<file path="src/rtl/digi_logic_pkg.sv">
// Shared types and helpers for the digital-logic block family.
// Used by the bit scanner and the arbiters built on prio_enc.
package digi_logic_pkg;

    typedef enum logic {
        IDLE,
        SCAN
    } scan_state_e;

    function automatic int clog2_min1(input int n);
        return (n <= 2) ? 1 : $clog2(n);
    endfunction

endpackage

</file>
<file path="src/rtl/prio_bit_scanner_if.sv">
// Input/output handshake bundle for prio_bit_scanner.
// slave is the scanner side, master the producer/consumer side.
interface prio_bit_scanner_if
    import digi_logic_pkg::*;
#(
    parameter int WIDTH = 16
);
    localparam int IDX_W = clog2_min1(WIDTH);

    logic             in_valid;
    logic             in_ready;
    logic [WIDTH-1:0] in_vec;
    logic             out_valid;
    logic             out_ready;
    logic [IDX_W-1:0] out_idx;
    logic             out_last;
    logic             out_empty;
    logic [IDX_W:0]   out_count;

    modport slave (
        input  in_valid,
        input  in_vec,
        input  out_ready,
        output in_ready,
        output out_valid,
        output out_idx,
        output out_last,
        output out_empty,
        output out_count
    );

    modport master (
        output in_valid,
        output in_vec,
        output out_ready,
        input  in_ready,
        input  out_valid,
        input  out_idx,
        input  out_last,
        input  out_empty,
        input  out_count
    );

endinterface

</file>
<file path="src/rtl/prio_enc.sv">
// Combinational priority encoder, MSB- or LSB-first.
// idx is 0 when no bit is set.
module prio_enc
    import digi_logic_pkg::*;
#(
    parameter int WIDTH     = 16,
    parameter bit MSB_FIRST = 1'b1,
    localparam int IDX_W    = clog2_min1(WIDTH)
) (
    input  logic [WIDTH-1:0] vec,
    output logic [IDX_W-1:0] idx,
    output logic             any
);

    // Last match in scan order wins, so iterate towards the priority end.
    always_comb begin
        idx = '0;
        any = 1'b0;
        if (MSB_FIRST) begin
            for (int i = 0; i < WIDTH; i++) begin
                if (vec[i]) begin
                    idx = IDX_W'(i);
                    any = 1'b1;
                end
            end
        end else begin
            for (int i = WIDTH - 1; i >= 0; i--) begin
                if (vec[i]) begin
                    idx = IDX_W'(i);
                    any = 1'b1;
                end
            end
        end
    end

endmodule

</file>
<file path="src/rtl/prio_bit_scanner.sv">
// Streams the index of every set bit of an accepted vector,
// one beat per output handshake, in priority order.
module prio_bit_scanner
    import digi_logic_pkg::*;
#(
    parameter int WIDTH     = 16,
    parameter bit MSB_FIRST = 1'b1,
    localparam int IDX_W    = clog2_min1(WIDTH)
) (
    input logic          clk,
    input logic          rst,
    prio_bit_scanner_if.slave bus
);

    scan_state_e      state;
    logic [WIDTH-1:0] rem;
    logic [IDX_W:0]   cnt;

    logic [IDX_W-1:0] enc_idx;
    logic             enc_any;
    logic             scan;
    logic             one_left;
    logic             xfer;

    prio_enc #(
        .WIDTH     (WIDTH),
        .MSB_FIRST (MSB_FIRST)
    ) u_enc (
        .vec (rem),
        .idx (enc_idx),
        .any (enc_any)
    );

    assign scan     = (state == SCAN);
    // Clearing the lowest set bit leaves zero iff at most one bit was set.
    assign one_left = ((rem & (rem - WIDTH'(1))) == '0);
    assign xfer     = scan && bus.out_ready;

    assign bus.in_ready  = !scan;
    assign bus.out_valid = scan;
    assign bus.out_idx   = scan ? enc_idx : '0;
    assign bus.out_last  = scan && one_left;
    assign bus.out_empty = scan && !enc_any;
    assign bus.out_count = scan ? cnt : '0;

    always_ff @(posedge clk) begin
        if (rst) begin
            state <= IDLE;
            rem   <= '0;
            cnt   <= '0;
        end else begin
            unique case (state)
                IDLE: begin
                    if (bus.in_valid) begin
                        rem   <= bus.in_vec;
                        cnt   <= (IDX_W + 1)'(1);
                        state <= SCAN;
                    end
                end
                SCAN: begin
                    if (xfer) begin
                        if (one_left) begin
                            state <= IDLE;
                        end else begin
                            rem <= rem & ~(WIDTH'(1) << enc_idx);
                            cnt <= cnt + (IDX_W + 1)'(1);
                        end
                    end
                end
            endcase
        end
    end

endmodule

</file>
<file path="src/flat_wrapper.sv">
// flat-port wrapper written by rule: the top's interface ports become plain ports
module prio_bit_scanner_flat import digi_logic_pkg::*;
#(
    parameter int WIDTH     = 16,
    parameter bit MSB_FIRST = 1'b1,
    localparam int IDX_W    = clog2_min1(WIDTH)
)
  (clk, rst, bus_in_valid, bus_in_vec, bus_out_ready, bus_in_ready, bus_out_valid, bus_out_idx, bus_out_last, bus_out_empty, bus_out_count);
  prio_bit_scanner_if #(.WIDTH(WIDTH)) bus_i ();
  input logic clk;
  input logic rst;
  input wire logic [$bits(bus_i.in_valid)-1:0] bus_in_valid;
  input wire logic [$bits(bus_i.in_vec)-1:0] bus_in_vec;
  input wire logic [$bits(bus_i.out_ready)-1:0] bus_out_ready;
  output wire logic [$bits(bus_i.in_ready)-1:0] bus_in_ready;
  output wire logic [$bits(bus_i.out_valid)-1:0] bus_out_valid;
  output wire logic [$bits(bus_i.out_idx)-1:0] bus_out_idx;
  output wire logic [$bits(bus_i.out_last)-1:0] bus_out_last;
  output wire logic [$bits(bus_i.out_empty)-1:0] bus_out_empty;
  output wire logic [$bits(bus_i.out_count)-1:0] bus_out_count;
  assign bus_i.in_valid = bus_in_valid;
  assign bus_i.in_vec = bus_in_vec;
  assign bus_i.out_ready = bus_out_ready;
  assign bus_in_ready = bus_i.in_ready;
  assign bus_out_valid = bus_i.out_valid;
  assign bus_out_idx = bus_i.out_idx;
  assign bus_out_last = bus_i.out_last;
  assign bus_out_empty = bus_i.out_empty;
  assign bus_out_count = bus_i.out_count;
  prio_bit_scanner #(.WIDTH(WIDTH), .MSB_FIRST(MSB_FIRST)) u_core (.clk(clk), .rst(rst), .bus(bus_i));
endmodule
</file>
<file path="config.mk">
export PLATFORM = sky130hd
export DESIGN_NAME = prio_bit_scanner_flat
export DESIGN_NICKNAME = d
export VERILOG_FILES = /design/src/rtl/digi_logic_pkg.sv /design/src/rtl/prio_bit_scanner_if.sv /design/src/rtl/prio_enc.sv /design/src/rtl/prio_bit_scanner.sv /design/src/flat_wrapper.sv
export SDC_FILE = /design/constraint.sdc
export NUM_CORES = 1
export LEC_CHECK = 0
export ABC_CLOCK_PERIOD_IN_PS = 2700
export CAP_MARGIN = 20
export CORE_MARGIN = 5
export CORE_UTILIZATION = 40
export DETAILED_ROUTE_END_ITERATION = 12
export GPL_TIMING_DRIVEN = 1
export PLACE_DENSITY = 0.71
export SYNTH_ARGS = -nofsm -noshare
export SYNTH_HDL_FRONTEND = slang
export SYNTH_SLANG_ARGS = --single-unit
</file>
<file path="constraint.sdc">
create_clock -name clk -period 2.7 [get_ports clk]
set_input_delay 0.54 -clock clk [delete_from_list [all_inputs] [get_ports clk]]
set_output_delay 0.54 -clock clk [all_outputs]
set_load 0.05 [all_outputs]
</file>
==> results.json <==
{
  "synth_cells": 203,
  "syn_nets": 224,
  "synth-seq-area-share": 0.286,
  "crit_arrival_ns": 2.28,
  "io_pins": 33,
  "drt-total-wl_um": 5390,
  "violations": "negative setup slack",
  "layout_setup_ws_ns": -0.118,
  "drv_cap": 0,
  "ys_seq_elements": 22,
  "synth_flop_cell": "dfxtp_1",
  "dp_hpwl_um": 3690,
  "power_density_nw_per_um2": 580,
  "setup.worst_path.class": "reg -> out",
  "timing.final.crit_share": 1.04,
  "p_sw_w": 0.000539,
  "cts_max_path_buffers": 2,
  "routed-via-count": 1837,
  "hold_slack_ns": 0.485,
  "first_pass_iters": 4,
  "numCtsBuffers": 3,
  "comb_power_share": 0.523,
  "die_w_um": 72,
  "num_antenna_cells": 0,
  "drt_iter0_markers": 198,
  "min_path_type": "reg -> reg",
  "cts_hold_buffers": 0,
  "cts_tree": "done",
  "reg2reg_depth": 9,
  "skew_ns": 0.00574,
  "vias_per_cell": 6.04,
  "synth_warnings": 0,
  "insertion_delay_ns": 0.27,
  "setup_viol": 1,
  "status": "complete, but fails checks",
  "swShare": 0.408,
  "wl_per_cell_um": 17.7,
  "seqPwrFrac": 0.291,
  "antenna_found_initial": 0,
  "synth_edf_count": 0,
  "avgSynthCellArea_um2": 7.57,
  "fp.dieArea_um2": 5180,
  "ir_worst_vdd_mv": 0.337,
  "grt_overflow_total": 0,
  "synthesis.area_um2": 1540,
  "leakage_nw": 0.893,
  "grt_max_degree": 13,
  "fp.dieH_um": 72,
  "fmax_mhz": 355,
  "gp_congestion": 0.897,
  "synth_async_sr_flop_share": 0,
  "internal_power_w": 0.000783,
  "drive_gt1_frac": 0.250,
  "fp-row-count": 22,
  "worst_pin_slew_ns": 0.637,
  "final_max_slew_viol_count": 0,
  "port_buffers": 32,
  "track_usage": 0.213,
  "hold_viol_final": 0,
  "clkSinkCount": 22,
  "min_period_ns": 2.82,
  "slew_headroom": 0.573,
  "clkTransAtPathRegs_ns": 0.09,
  "cts_root_buf": "clkbuf_8",
  "grt_pass1_wl_um": 8940,
  "stdcell_count": 304,
  "clkPwrFrac": 0.186,
  "whs_path_depth": 2,
  "yosys.cell_types.count": 51,
  "core_um2": 3690,
  "drc": 0,
  "post_dp_cell_area_um2": 2060,
  "nNetsFinal": 278,
  "layout_commonest_cell": "buf_4",
  "cts-htree-levels": 1,
  "rsz0062_at_grt": "yes",
  "antenna_left": 0,
  "placedCellCount": 292,
  "stdcell_area_um2": 2280,
  "synthToLayoutAreaGrowth_pct": 48.1,
  "end_kind": "output pin",
  "initial_utilization": 0.417,
  "final_cell_mix": "32 x buf_4, 31 x nand2_1, 26 x clkdlybuf4s50_1",
  "first_global_vias": 1804,
  "cp_max_fo": 6,
  "required_ns": 2.16,
  "dp_worst_setup_slack_ns": 0.0542,
  "critPathLaunchType": "flip-flop"
}
registers in the layout, indices dropped and copies added (netlist names):
register / count
u_core.bus.out_valid: 1
u_core.rem: 16
u_core.cnt: 5
cells by family (layout without fill, tap and decap cells):
group	count (synthesis)	count (layout)	synth area share
buffers and inverters	19	72	0.0643
and+or+nand+nor	91	91	0.294
adders and majority gates	2	2	0.0146
DFF	22	22	0.286
muxes	3	3	0.0195
AOI/OAI and AO/OA	66	66	0.321
per-stage QoR:
step / util / total power [W] / TNS, ns
final: 0.617 / 0.00132 / -0.118
after global routing: 0.617 / 0.00139 / -0.198
after CTS: 0.605 / 0.00127 / -0.118
after detailed placement: 0.557 / 0.000949 / 0
after global placement: 0.557 / 0.000951 / 0
after floorplan: - / 0.000742 / -0.364
cell usage after synthesis, types with 3 or more instances:
| cell type | instances | area share |
|---|---|---|
| nor2_1 | 15 | 0.037 |
| and2_1 | 9 | 0.037 |
| clkbuf_1 | 7 | 0.017 |
| or3_1 | 4 | 0.016 |
| mux2i_1 | 3 | 0.020 |
| a22oi_1 | 4 | 0.020 |
| a31oi_1 | 3 | 0.012 |
| or2_2 | 3 | 0.012 |
| buf_2 | 4 | 0.013 |
| a21oi_1 | 15 | 0.049 |
| nor4_1 | 3 | 0.012 |
| o211ai_1 | 4 | 0.020 |
| buf_6 | 3 | 0.022 |
| o21ai_0 | 4 | 0.013 |
| nand2_1 | 31 | 0.076 |
| inv_1 | 4 | 0.0098 |
| nor3_1 | 10 | 0.033 |
| dfxtp_1 | 22 | 0.29 |
| nand3_1 | 4 | 0.013 |
| o31a_1 | 5 | 0.028 |
| a32o_1 | 3 | 0.020 |
| a211oi_1 | 5 | 0.024 |
area by class of cell:
| class | instances | area (µm²) |
|---|---|---|
| Inverter | 5 | 18.8 |
| Multi-Input combinational cell | 162 | 1100 |
| Tap cell | 48 | 60.1 |
| Timing Repair Buffer | 63 | 604 |
| Fill cell | 326 | 1410 |
| Sequential cell | 22 | 442 |
| Clock buffer | 4 | 55.1 |
layer usage:
metal  global-route usage  wire length (µm)  vias up
met5                    0                 0        -
met4               0.0668               114        0
met3               0.0416               440       11
met2                0.349              2540       92
met1                0.281              2290      861
li1                     -                 -      873
timing repair:
item | 4_1_cts | 5_1_grt
pin swaps | 8 | 7
gates resized for setup | 12 | 5
setup buffers | 5 | 3
setup endpoints to repair | 1 | 4
critical path, cell delays in order (launching register included):
cell and delay [ns]:
dfxtp_1 0.32, or4_4 0.61, o31ai_1 0.31, o211ai_1 0.24, nor4_2 0.21, bufbuf_16 0.32
worst paths after layout:
kind,slack [ns],endpoint,startpoint
worst min register to register,0.49,u_core.cnt[4],u_core.cnt[4]
worst min-delay path,0.49,u_core.cnt[4],u_core.cnt[4]
worst max register to register,0.06,u_core.rem[6],u_core.rem[8]
worst max-delay path,-0.12,bus_out_last,u_core.rem[5]
power by group through the flow:
stage | combinational, W | clock (W) | sequential, W
floorplan | 0.000355 | 0 | 0.000386
global placement | 0.000565 | 0 | 0.000386
detailed placement | 0.000563 | 0 | 0.000386
CTS | 0.000640 | 0.000245 | 0.000382
global route | 0.000739 | 0.000260 | 0.000388
finish | 0.000692 | 0.000246 | 0.000384
(Power assumes the default switching activity.)
